==> src/rtl/peripheral_wb_pkg.sv <==
// Shared Wishbone B3 encodings, arbiter state type and watchdog sizing helper
// for the peripheral bus slice.
package peripheral_wb_pkg;

  localparam logic [2:0] CTI_CLASSIC = 3'b000;
  localparam logic [2:0] CTI_CONST   = 3'b001;
  localparam logic [2:0] CTI_INCR    = 3'b010;
  localparam logic [2:0] CTI_EOB     = 3'b111;

  localparam logic [1:0] BTE_LINEAR = 2'b00;
  localparam logic [1:0] BTE_WRAP4  = 2'b01;
  localparam logic [1:0] BTE_WRAP8  = 2'b10;
  localparam logic [1:0] BTE_WRAP16 = 2'b11;

  localparam logic WB_READ  = 1'b0;
  localparam logic WB_WRITE = 1'b1;

  typedef enum logic {
    IDLE    = 1'b0,
    GRANTED = 1'b1
  } arb_state_e;

  // Stall counter width: wide enough for the limit, clamped to 8..16 bits.
  function automatic int wd_cnt_width(input int limit);
    int w;
    w = $clog2(limit + 1);
    if (w < 8) w = 8;
    if (w > 16) w = 16;
    return w;
  endfunction

endpackage

==> src/rtl/peripheral_arbiter_rr.sv <==
// Round-robin pointer with one-hot priority select. The winner is computed from
// the pointer value that will be in effect after this edge, so a release can
// hand over to the next requester without an idle cycle.
module peripheral_arbiter_rr
  import peripheral_wb_pkg::*;
#(
  parameter int NUM_MASTERS = 2
) (
  input  logic                   wb_clk,
  input  logic                   wb_rst,
  input  logic [NUM_MASTERS-1:0] req,
  input  logic                   advance,
  input  logic [NUM_MASTERS-1:0] release_grant,
  output logic [NUM_MASTERS-1:0] winner,
  output logic                   any_req
);

  localparam int PW = (NUM_MASTERS > 1) ? $clog2(NUM_MASTERS) : 1;

  logic [PW-1:0] ptr_reg, ptr_next, rel_idx, idx;
  logic          found;

  always_comb begin
    rel_idx = '0;
    for (int i = 0; i < NUM_MASTERS; i++) begin
      if (release_grant[i]) rel_idx = PW'(i);
    end
  end

  always_comb begin
    ptr_next = ptr_reg;
    if (advance) ptr_next = (rel_idx == PW'(NUM_MASTERS - 1)) ? '0 : rel_idx + PW'(1);
  end

  always_comb begin
    winner = '0;
    found  = 1'b0;
    idx    = '0;
    for (int k = 0; k < NUM_MASTERS; k++) begin
      idx = PW'((int'(ptr_next) + k) % NUM_MASTERS);
      if (!found && req[idx]) begin
        winner[idx] = 1'b1;
        found       = 1'b1;
      end
    end
  end

  assign any_req = |req;

  always_ff @(posedge wb_clk or posedge wb_rst) begin
    if (wb_rst) ptr_reg <= '0;
    else        ptr_reg <= ptr_next;
  end

endmodule

==> src/rtl/peripheral_arbiter_wb.sv <==
// Round-robin Wishbone B3 arbiter: one slave shared by NUM_MASTERS masters, grant held
// for the whole wb_cyc. Optional stall watchdog: define PERIPHERAL_ARBITER_WB_WATCHDOG_EN.
module peripheral_arbiter_wb
  import peripheral_wb_pkg::*;
#(
  parameter int DW             = 32,
  parameter int AW             = 32,
  parameter int NUM_MASTERS    = 2,
  parameter int TIMEOUT_CYCLES = 255
) (
  input  logic                        wb_clk,
  input  logic                        wb_rst,
  input  logic [NUM_MASTERS*AW-1:0]   wbm_adr_i,
  input  logic [NUM_MASTERS*DW-1:0]   wbm_dat_i,
  input  logic [NUM_MASTERS*DW/8-1:0] wbm_sel_i,
  input  logic [NUM_MASTERS-1:0]      wbm_we_i,
  input  logic [NUM_MASTERS-1:0]      wbm_cyc_i,
  input  logic [NUM_MASTERS-1:0]      wbm_stb_i,
  input  logic [NUM_MASTERS*3-1:0]    wbm_cti_i,
  input  logic [NUM_MASTERS*2-1:0]    wbm_bte_i,
  output logic [DW-1:0]               wbm_dat_o,
  output logic [NUM_MASTERS-1:0]      wbm_ack_o,
  output logic [NUM_MASTERS-1:0]      wbm_err_o,
  output logic [NUM_MASTERS-1:0]      wbm_rty_o,
  output logic [AW-1:0]               wbs_adr_o,
  output logic [DW-1:0]               wbs_dat_o,
  output logic [DW/8-1:0]             wbs_sel_o,
  output logic                        wbs_we_o,
  output logic                        wbs_cyc_o,
  output logic                        wbs_stb_o,
  output logic [2:0]                  wbs_cti_o,
  output logic [1:0]                  wbs_bte_o,
  input  logic [DW-1:0]               wbs_dat_i,
  input  logic                        wbs_ack_i,
  input  logic                        wbs_err_i,
  input  logic                        wbs_rty_i,
  output logic [NUM_MASTERS-1:0]      grant_o
);

  arb_state_e             state_reg, state_next;
  logic [NUM_MASTERS-1:0] grant_reg, grant_next, winner;
  logic                   any_req, granted_cyc, advance;
  logic                   wd_fire, wd_hold;

  logic [AW-1:0]   adr_m [NUM_MASTERS];
  logic [DW-1:0]   dat_m [NUM_MASTERS];
  logic [DW/8-1:0] sel_m [NUM_MASTERS];
  logic [2:0]      cti_m [NUM_MASTERS];
  logic [1:0]      bte_m [NUM_MASTERS];
  logic [AW-1:0]   mux_adr;
  logic [DW-1:0]   mux_dat;
  logic [DW/8-1:0] mux_sel;
  logic [2:0]      mux_cti;
  logic [1:0]      mux_bte;
  logic            mux_stb;

  assign granted_cyc = |(wbm_cyc_i & grant_reg);
  assign advance     = (state_reg == GRANTED) && !granted_cyc;

  peripheral_arbiter_rr #(
    .NUM_MASTERS(NUM_MASTERS)
  ) u_rr (
    .wb_clk       (wb_clk),
    .wb_rst       (wb_rst),
    .req          (wbm_cyc_i),
    .advance      (advance),
    .release_grant(grant_reg),
    .winner       (winner),
    .any_req      (any_req)
  );

  always_comb begin
    state_next = state_reg;
    grant_next = grant_reg;
    case (state_reg)
      IDLE: begin
        if (any_req) begin
          state_next = GRANTED;
          grant_next = winner;
        end
      end
      GRANTED: begin
        // Only the owner dropping cyc ends a tenure; the released master's cyc is
        // already low, so the winner here is always a different master.
        if (!granted_cyc) begin
          if (any_req) begin
            grant_next = winner;
          end else begin
            state_next = IDLE;
            grant_next = '0;
          end
        end
      end
      default: begin
        state_next = IDLE;
        grant_next = '0;
      end
    endcase
  end

  always_ff @(posedge wb_clk or posedge wb_rst) begin
    if (wb_rst) begin
      state_reg <= IDLE;
      grant_reg <= '0;
    end else begin
      state_reg <= state_next;
      grant_reg <= grant_next;
    end
  end

  // Zero every non-granted master's request so the slave bus is a plain OR.
  genvar gi;
  generate
    for (gi = 0; gi < NUM_MASTERS; gi++) begin : g_mask
      assign adr_m[gi] = grant_reg[gi] ? wbm_adr_i[gi*AW +: AW]     : '0;
      assign dat_m[gi] = grant_reg[gi] ? wbm_dat_i[gi*DW +: DW]     : '0;
      assign sel_m[gi] = grant_reg[gi] ? wbm_sel_i[gi*DW/8 +: DW/8] : '0;
      assign cti_m[gi] = grant_reg[gi] ? wbm_cti_i[gi*3 +: 3]       : '0;
      assign bte_m[gi] = grant_reg[gi] ? wbm_bte_i[gi*2 +: 2]       : '0;
    end
  endgenerate

  always_comb begin
    mux_adr = '0;
    mux_dat = '0;
    mux_sel = '0;
    mux_cti = '0;
    mux_bte = '0;
    for (int i = 0; i < NUM_MASTERS; i++) begin
      mux_adr |= adr_m[i];
      mux_dat |= dat_m[i];
      mux_sel |= sel_m[i];
      mux_cti |= cti_m[i];
      mux_bte |= bte_m[i];
    end
  end

  assign mux_stb   = |(wbm_stb_i & grant_reg);
  assign wbs_adr_o = mux_adr;
  assign wbs_dat_o = mux_dat;
  assign wbs_sel_o = mux_sel;
  assign wbs_cti_o = mux_cti;
  assign wbs_bte_o = mux_bte;
  assign wbs_we_o  = |(wbm_we_i & grant_reg);
  assign wbs_cyc_o = granted_cyc;
  assign wbs_stb_o = mux_stb & ~wd_hold;

  assign wbm_dat_o = wbs_dat_i;
  assign wbm_ack_o = grant_reg & {NUM_MASTERS{wbs_ack_i}};
  assign wbm_err_o = grant_reg & {NUM_MASTERS{wbs_err_i | wd_fire}};
  assign wbm_rty_o = grant_reg & {NUM_MASTERS{wbs_rty_i}};
  assign grant_o   = grant_reg;

`ifdef PERIPHERAL_ARBITER_WB_WATCHDOG_EN
  localparam int WD_W = wd_cnt_width(TIMEOUT_CYCLES);

  logic [WD_W-1:0] wd_cnt_reg;
  logic            wd_hold_reg, slv_resp;

  assign slv_resp = wbs_ack_i | wbs_err_i | wbs_rty_i;
  assign wd_fire  = (state_reg == GRANTED) && !wd_hold_reg && !slv_resp &&
                    (wd_cnt_reg == WD_W'(TIMEOUT_CYCLES));
  assign wd_hold  = wd_hold_reg;

  always_ff @(posedge wb_clk or posedge wb_rst) begin
    if (wb_rst) begin
      wd_cnt_reg  <= '0;
      wd_hold_reg <= 1'b0;
    end else if (!granted_cyc || (grant_next != grant_reg)) begin
      wd_cnt_reg  <= '0;
      wd_hold_reg <= 1'b0;
    end else if (wd_fire) begin
      wd_cnt_reg  <= '0;
      wd_hold_reg <= 1'b1;
    end else if (slv_resp) begin
      wd_cnt_reg <= '0;
    end else if (mux_stb && !wd_hold_reg) begin
      wd_cnt_reg <= wd_cnt_reg + WD_W'(1);
    end
  end
`else
  assign wd_fire = 1'b0;
  assign wd_hold = 1'b0;
`endif

endmodule
==> config.mk <==
export PLATFORM = sky130hd
export DESIGN_NAME = peripheral_arbiter_wb
export DESIGN_NICKNAME = d
export VERILOG_FILES = /design/src/rtl/peripheral_wb_pkg.sv /design/src/rtl/peripheral_arbiter_rr.sv /design/src/rtl/peripheral_arbiter_wb.sv
export SDC_FILE = /design/constraint.sdc
export NUM_CORES = 1
export LEC_CHECK = 0
export CAP_MARGIN = 40
export CORE_AREA = 2 2 118 120
export DETAILED_ROUTE_END_ITERATION = 10
export DIE_AREA = 0 0 120 122
export PLACE_DENSITY = 0.5
export SLEW_MARGIN = 20
export SYNTH_ARGS = -nofsm -noshare
export SYNTH_HDL_FRONTEND = slang
export SYNTH_SLANG_ARGS = --single-unit
==> constraint.sdc <==
create_clock -name wb_clk -period 1.6 [get_ports wb_clk]
set_clock_uncertainty 0.05 [all_clocks]
set_input_delay 0.16 -clock wb_clk [delete_from_list [all_inputs] [get_ports wb_clk]]
set_output_delay 0.16 -clock wb_clk [all_outputs]
set_load 0.03 [all_outputs]
Word-level counts from Yosys, hierarchy flattened
Cells that the tools add are included.
Word-level totals
  bits of input ports: 189
  logic and storage cells: 66
  register bits: 4
Cells by class
  eq/ne operators: 2
  $add $sub $neg: 2
  bitwise gates (word level): 13
  magnitude comparators: 4
  reductions and logical operators: 11
  multiplexer cells: 31
Operators with widths (number)
  32-bit two-way mux: 4
  32-bit OR: 2
  2-bit two-way mux: 7
  2-bit bitwise AND: 6
  1-bit two-way mux: 12
  4-bit two-way mux: 2
  2-bit OR reduction: 4
  3-bit two-way mux: 2
  1-bit logical AND: 4
  1-bit by 2-bit < comparator with 1-bit output, second input constant: 2
  2-bit inequality test, second input constant: 2
  2-bit OR: 2
  4-bit OR: 1
  2-bit case mux with 2 select lines: 1
  3-bit OR: 1
  1-bit adder, second input constant: 2
  1-bit demux with 1-bit select: 2
  1-bit greater-or-equal comparator, second input constant: 2
  1-bit logical NOT: 2
  1-bit case mux with 2 select lines: 1
  2-bit AND reduction: 1
  1-bit inverter: 1

Logic depth before layout (Yosys ltp)
Gate-level depths: netlist of the first run.
  depth in word-level cells: 15
  depth in mapped cells: 4
  gate-level depth less buffers: 3

Cells and area by module
A second synthesis of the first run with hierarchy kept.
Unflattened totals
  cells, all modules: 151
  area total of the unflattened synthesis: 1280.0 um^2
Modules (own cells, without submodules)
  peripheral_arbiter_wb: times used 1, area an instance 1211.2 um^2, sequential area each 75.1 um^2, cells each 143
  peripheral_arbiter_rr: times used 1, area an instance 68.8 um^2, sequential area each 25.0 um^2, cells each 8

Least setup slack after synthesis of the first run
Ideal clock, no wire load.
  path type: reg-to-output
  start point: register grant_reg[0] (netlist: grant_o[0])
  end point: output port wbs_dat_o[18]
  arrival time: 1.198 ns
  path buffers: 2
  path slack: 0.192 ns
  data required time: 1.390 ns
  cell stages (with the launch flop): 4
  cells stage by stage: dfrtp_1 -> buf_4 -> buf_6 -> a22o_1
On the way
  cells in the longest elaborated chain, start to end: 2
Ends and longest elaborated chain
  start: declaration: RTL line peripheral_arbiter_wb.sv:41  | logic [NUM_MASTERS-1:0] grant_reg, grant_next, winner;
  start signal: assignment: RTL line peripheral_arbiter_wb.sv:107  | grant_reg <= grant_next;
  32-bit two-way mux: RTL line peripheral_arbiter_wb.sv:116  | assign dat_m[gi] = grant_reg[gi] ? wbm_dat_i[gi*DW +: DW] : '0;
  32-bit OR: RTL line peripheral_arbiter_wb.sv:131  | mux_dat |= dat_m[i];
  end: declaration: RTL line peripheral_arbiter_wb.sv:26  | output logic [DW-1:0] wbs_dat_o,
No other way between the ends.

Final worst setup path of the first run
  start point: register grant_reg[1] (netlist: grant_o[1])
  end point: output port wbs_dat_o[15]
Same word-level chain as after synthesis.

==> impl_metrics.csv, run 1 <==
group,metric,value,unit
timing,setup_tns,0,ns
floorplanning,die_w,120,µm
placed_design,place_ws,0.193,ns
run,max-cap-violations,0,
grt,grt_pass1_wl,11200,µm
finish,stdcell_count,531,
placed_design,hpwl,7100,µm
power,power,2.66,mW
floorplanning,dieHeight,122,µm
power,leakage,1.54,nW
worst_setup_path,worstPathArrival,1.28,ns
timing,tightest_slew,0.309,ns
clock_tree,holdBufCountCts,0,
route,drtIter0Drc,51,
power,clkPwrFrac,0.150,
timing,whs,0.124,ns
status,status,"completed",
logic_synthesis,yosysSeqAreaShare,0.0763,
finish,nNetsFinal,541,
power,ir_drop,0.429,mV
route,routed_wl,8220,µm
clock_tree,clock_latency,0.22,ns
worst_setup_path,start_kind,"register",
finish,design_area,0.00355,mm²
worst_setup_path,cp_max_fo,56,
timing,relSlewSlack,0.794,
grt,grt_overflow,0,
logic_synthesis,syn-mean-instance-area,8.46,µm²
clock_tree,cts-root-buf,"clkbuf_16",
route,routedWlPerCell,15.5,µm
logic_synthesis,postSynthCellCount,155,
finish,finalCoreUtilization,0.263,
logic_synthesis,synth_area,0.00131,mm²
clock_tree,numCtsBuffers,3,
timing,fmax,669,MHz
floorplanning,num_rows,43,
logic_synthesis,synth.distinct_cells,19,
power,p_int,1.48,mW
placed_design,place.gp.congestion,0.683,
clock_tree,cts_tree,"done",
route,ant_nets,0,
floorplanning,core-area,0.0135,mm²
worst_setup_path,r2r-start,"grant_o[0]",
logic_synthesis,ys_ff_latch,4,
route,vias,2073,
logic_synthesis,yosys_warnings,0,
finish,final_cell_mix,"clkdlybuf4s50_1, buf_4, a22o_1",
floorplanning,num_io_pins,305,
finish,antenna_cells,0,
power,power_density,750,mW/mm²
timing,maxSlewViolCount,0,
timing,rsz0062_at_grt,"no",
finish,largest_reg_flops,2,
placed_design,placedCellCount,527,
power,pwr-share-comb,0.800,
placed_design,io_buffers,240,
worst_setup_path,worst-setup-path-type,"register to primary output",
min_path,hold_path.class,"input port to async pin",
finish,layout_commonest_cell,"clkdlybuf4s50_1",
grt,grt_use_total,0.100,
clock_tree,htree_levels,1,
timing,fin_ws,0.106,ns
floorplanning,dieArea,0.0146,mm²
power,switchingPower,1.18,mW
timing,period_share,0.934,
worst_setup_path,cp-end-kind,"primary output",
clock_tree,clock-sinks,4,
finish,drive_above_1_share,0.276,
finish,syn2layout_area_growth,171,%
clock_tree,cts_buffer_depth,2,
grt,grt_max_degree,57,
worst_setup_path,r2r-end,"grant_o[1]",
logic_synthesis,synth_fp_nets,344,
grt,antenna_found_initial,1,
floorplanning,start_util,0.0971,
power,p_seq_frac,0.051,
timing,hold_viol_final,0,
route,drc,0,
route,vias_per_cell,3.90,
clock_tree,cts.clk_slew.worst_paths,0.03,ns
worst_setup_path,r2r_slack,0.35,ns
worst_setup_path,reg2regPathDepth,4,
route,drtPass1Iterations,4,
timing,layout_min_cycle_time,1.49,ns
placed_design,place_area,0.00347,mm²
power,p_sw_frac,0.442,
clock_tree,postCtsSetupBuffers,0,
timing,setup_viol,0,
finish,fillers,1446,
worst_setup_path,worstPathRequired,1.39,ns
grt,grt_pass1_vias,1994,
[what timing repair did]
action | CTS | global route
resized for setup | 0 | 1
endpoints found under the hold margin | 0 | 0
setup endpoints to repair | 0 | 38
[layout make-up]
cell class                      count  area, µm²  area share
Sequential cell                     4        103      0.0289
Tap cell                          180        225      0.0634
Clock buffer                        4       78.8      0.0222
Multi-Input combinational cell     97        800       0.225
Timing Repair Buffer              244       2340       0.658
Inverter                            2       7.51     0.00211
[power by group through the flow]
stage               Combinational [mW]  Clock, mW  Sequential (mW)
floorplan                         1.33          0            0.134
global placement                  2.14          0            0.134
detailed placement                2.15          0            0.135
CTS                               2.15      0.403            0.134
global route                      2.24      0.417            0.137
finish                            2.13      0.398            0.134
[Yosys cell counts, drive strengths merged]
cell / number / area [µm²]
inv: 2 / 7.51
a21bo: 1 / 10.0
buf: 51 / 399
dfrtp: 4 / 100
a21o: 1 / 7.51
nor3b: 1 / 7.51
and2: 7 / 46.3
a21oi: 2 / 10.0
o21ai: 5 / 28.8
a22o: 77 / 674
clkbuf: 1 / 5.00
or2: 1 / 6.26
nor2: 1 / 3.75
nand3: 1 / 5.00
[critical path, stage by stage, from the launching register on]
cell and delay [ns]:
dfrtp_2 0.43, buf_12 0.19, a22o_1 0.24, buf_4 0.17
[routing by layer]
| metal | wire length (µm) | share of wire | vias up | global-route usage |
|---|---|---|---|---|
| li1 | - | - | 968 | - |
| met3 | 1040 | 0.13 | 4 | 0.0449 |
| met4 | 82 | 0.010 | 2 | 0.0294 |
| met5 | 10 | 0.0012 | - | 0 |
| met2 | 4550 | 0.55 | 169 | 0.204 |
| met1 | 2530 | 0.31 | 930 | 0.0865 |
[how the worst max path moves through the flow]
stage                  from       endpoint  slack (ns)
2_1_floorplan    grant_o[0]  wbs_dat_o[18]        0.19
3_3_place_gp   wbm_cyc_i[0]      wbs_cyc_o        0.22
3_5_place_dp   wbm_cyc_i[0]      wbs_cyc_o        0.19
4_1_cts          grant_o[0]   wbs_adr_o[9]       0.001
5_1_grt          grant_o[0]   wbs_adr_o[9]        0.04
6_report         grant_o[1]  wbs_dat_o[15]        0.11
[kinds of logic (layout without fill, tap and decap cells)]
kind of cell	count (synthesis)	in the layout	synth area share
compound gates	86	86	0.557
buf+inv	54	250	0.314
simple gates	11	11	0.0525
flops	4	4	0.0763
Power figures use the tool's default switching activity.
==> run 2, diff against run 1 <==
Settings changed: CAP_MARGIN 40 to not set.
==> results of run 2 <==
The final DEF is identical to that of run 1; final timing and power are the same.
==> run 3, diff against run 2 <==
Settings changed: CAP_MARGIN set to 30.
==> results of run 3 <==
The final DEF is identical to that of run 1; final timing and power are the same.
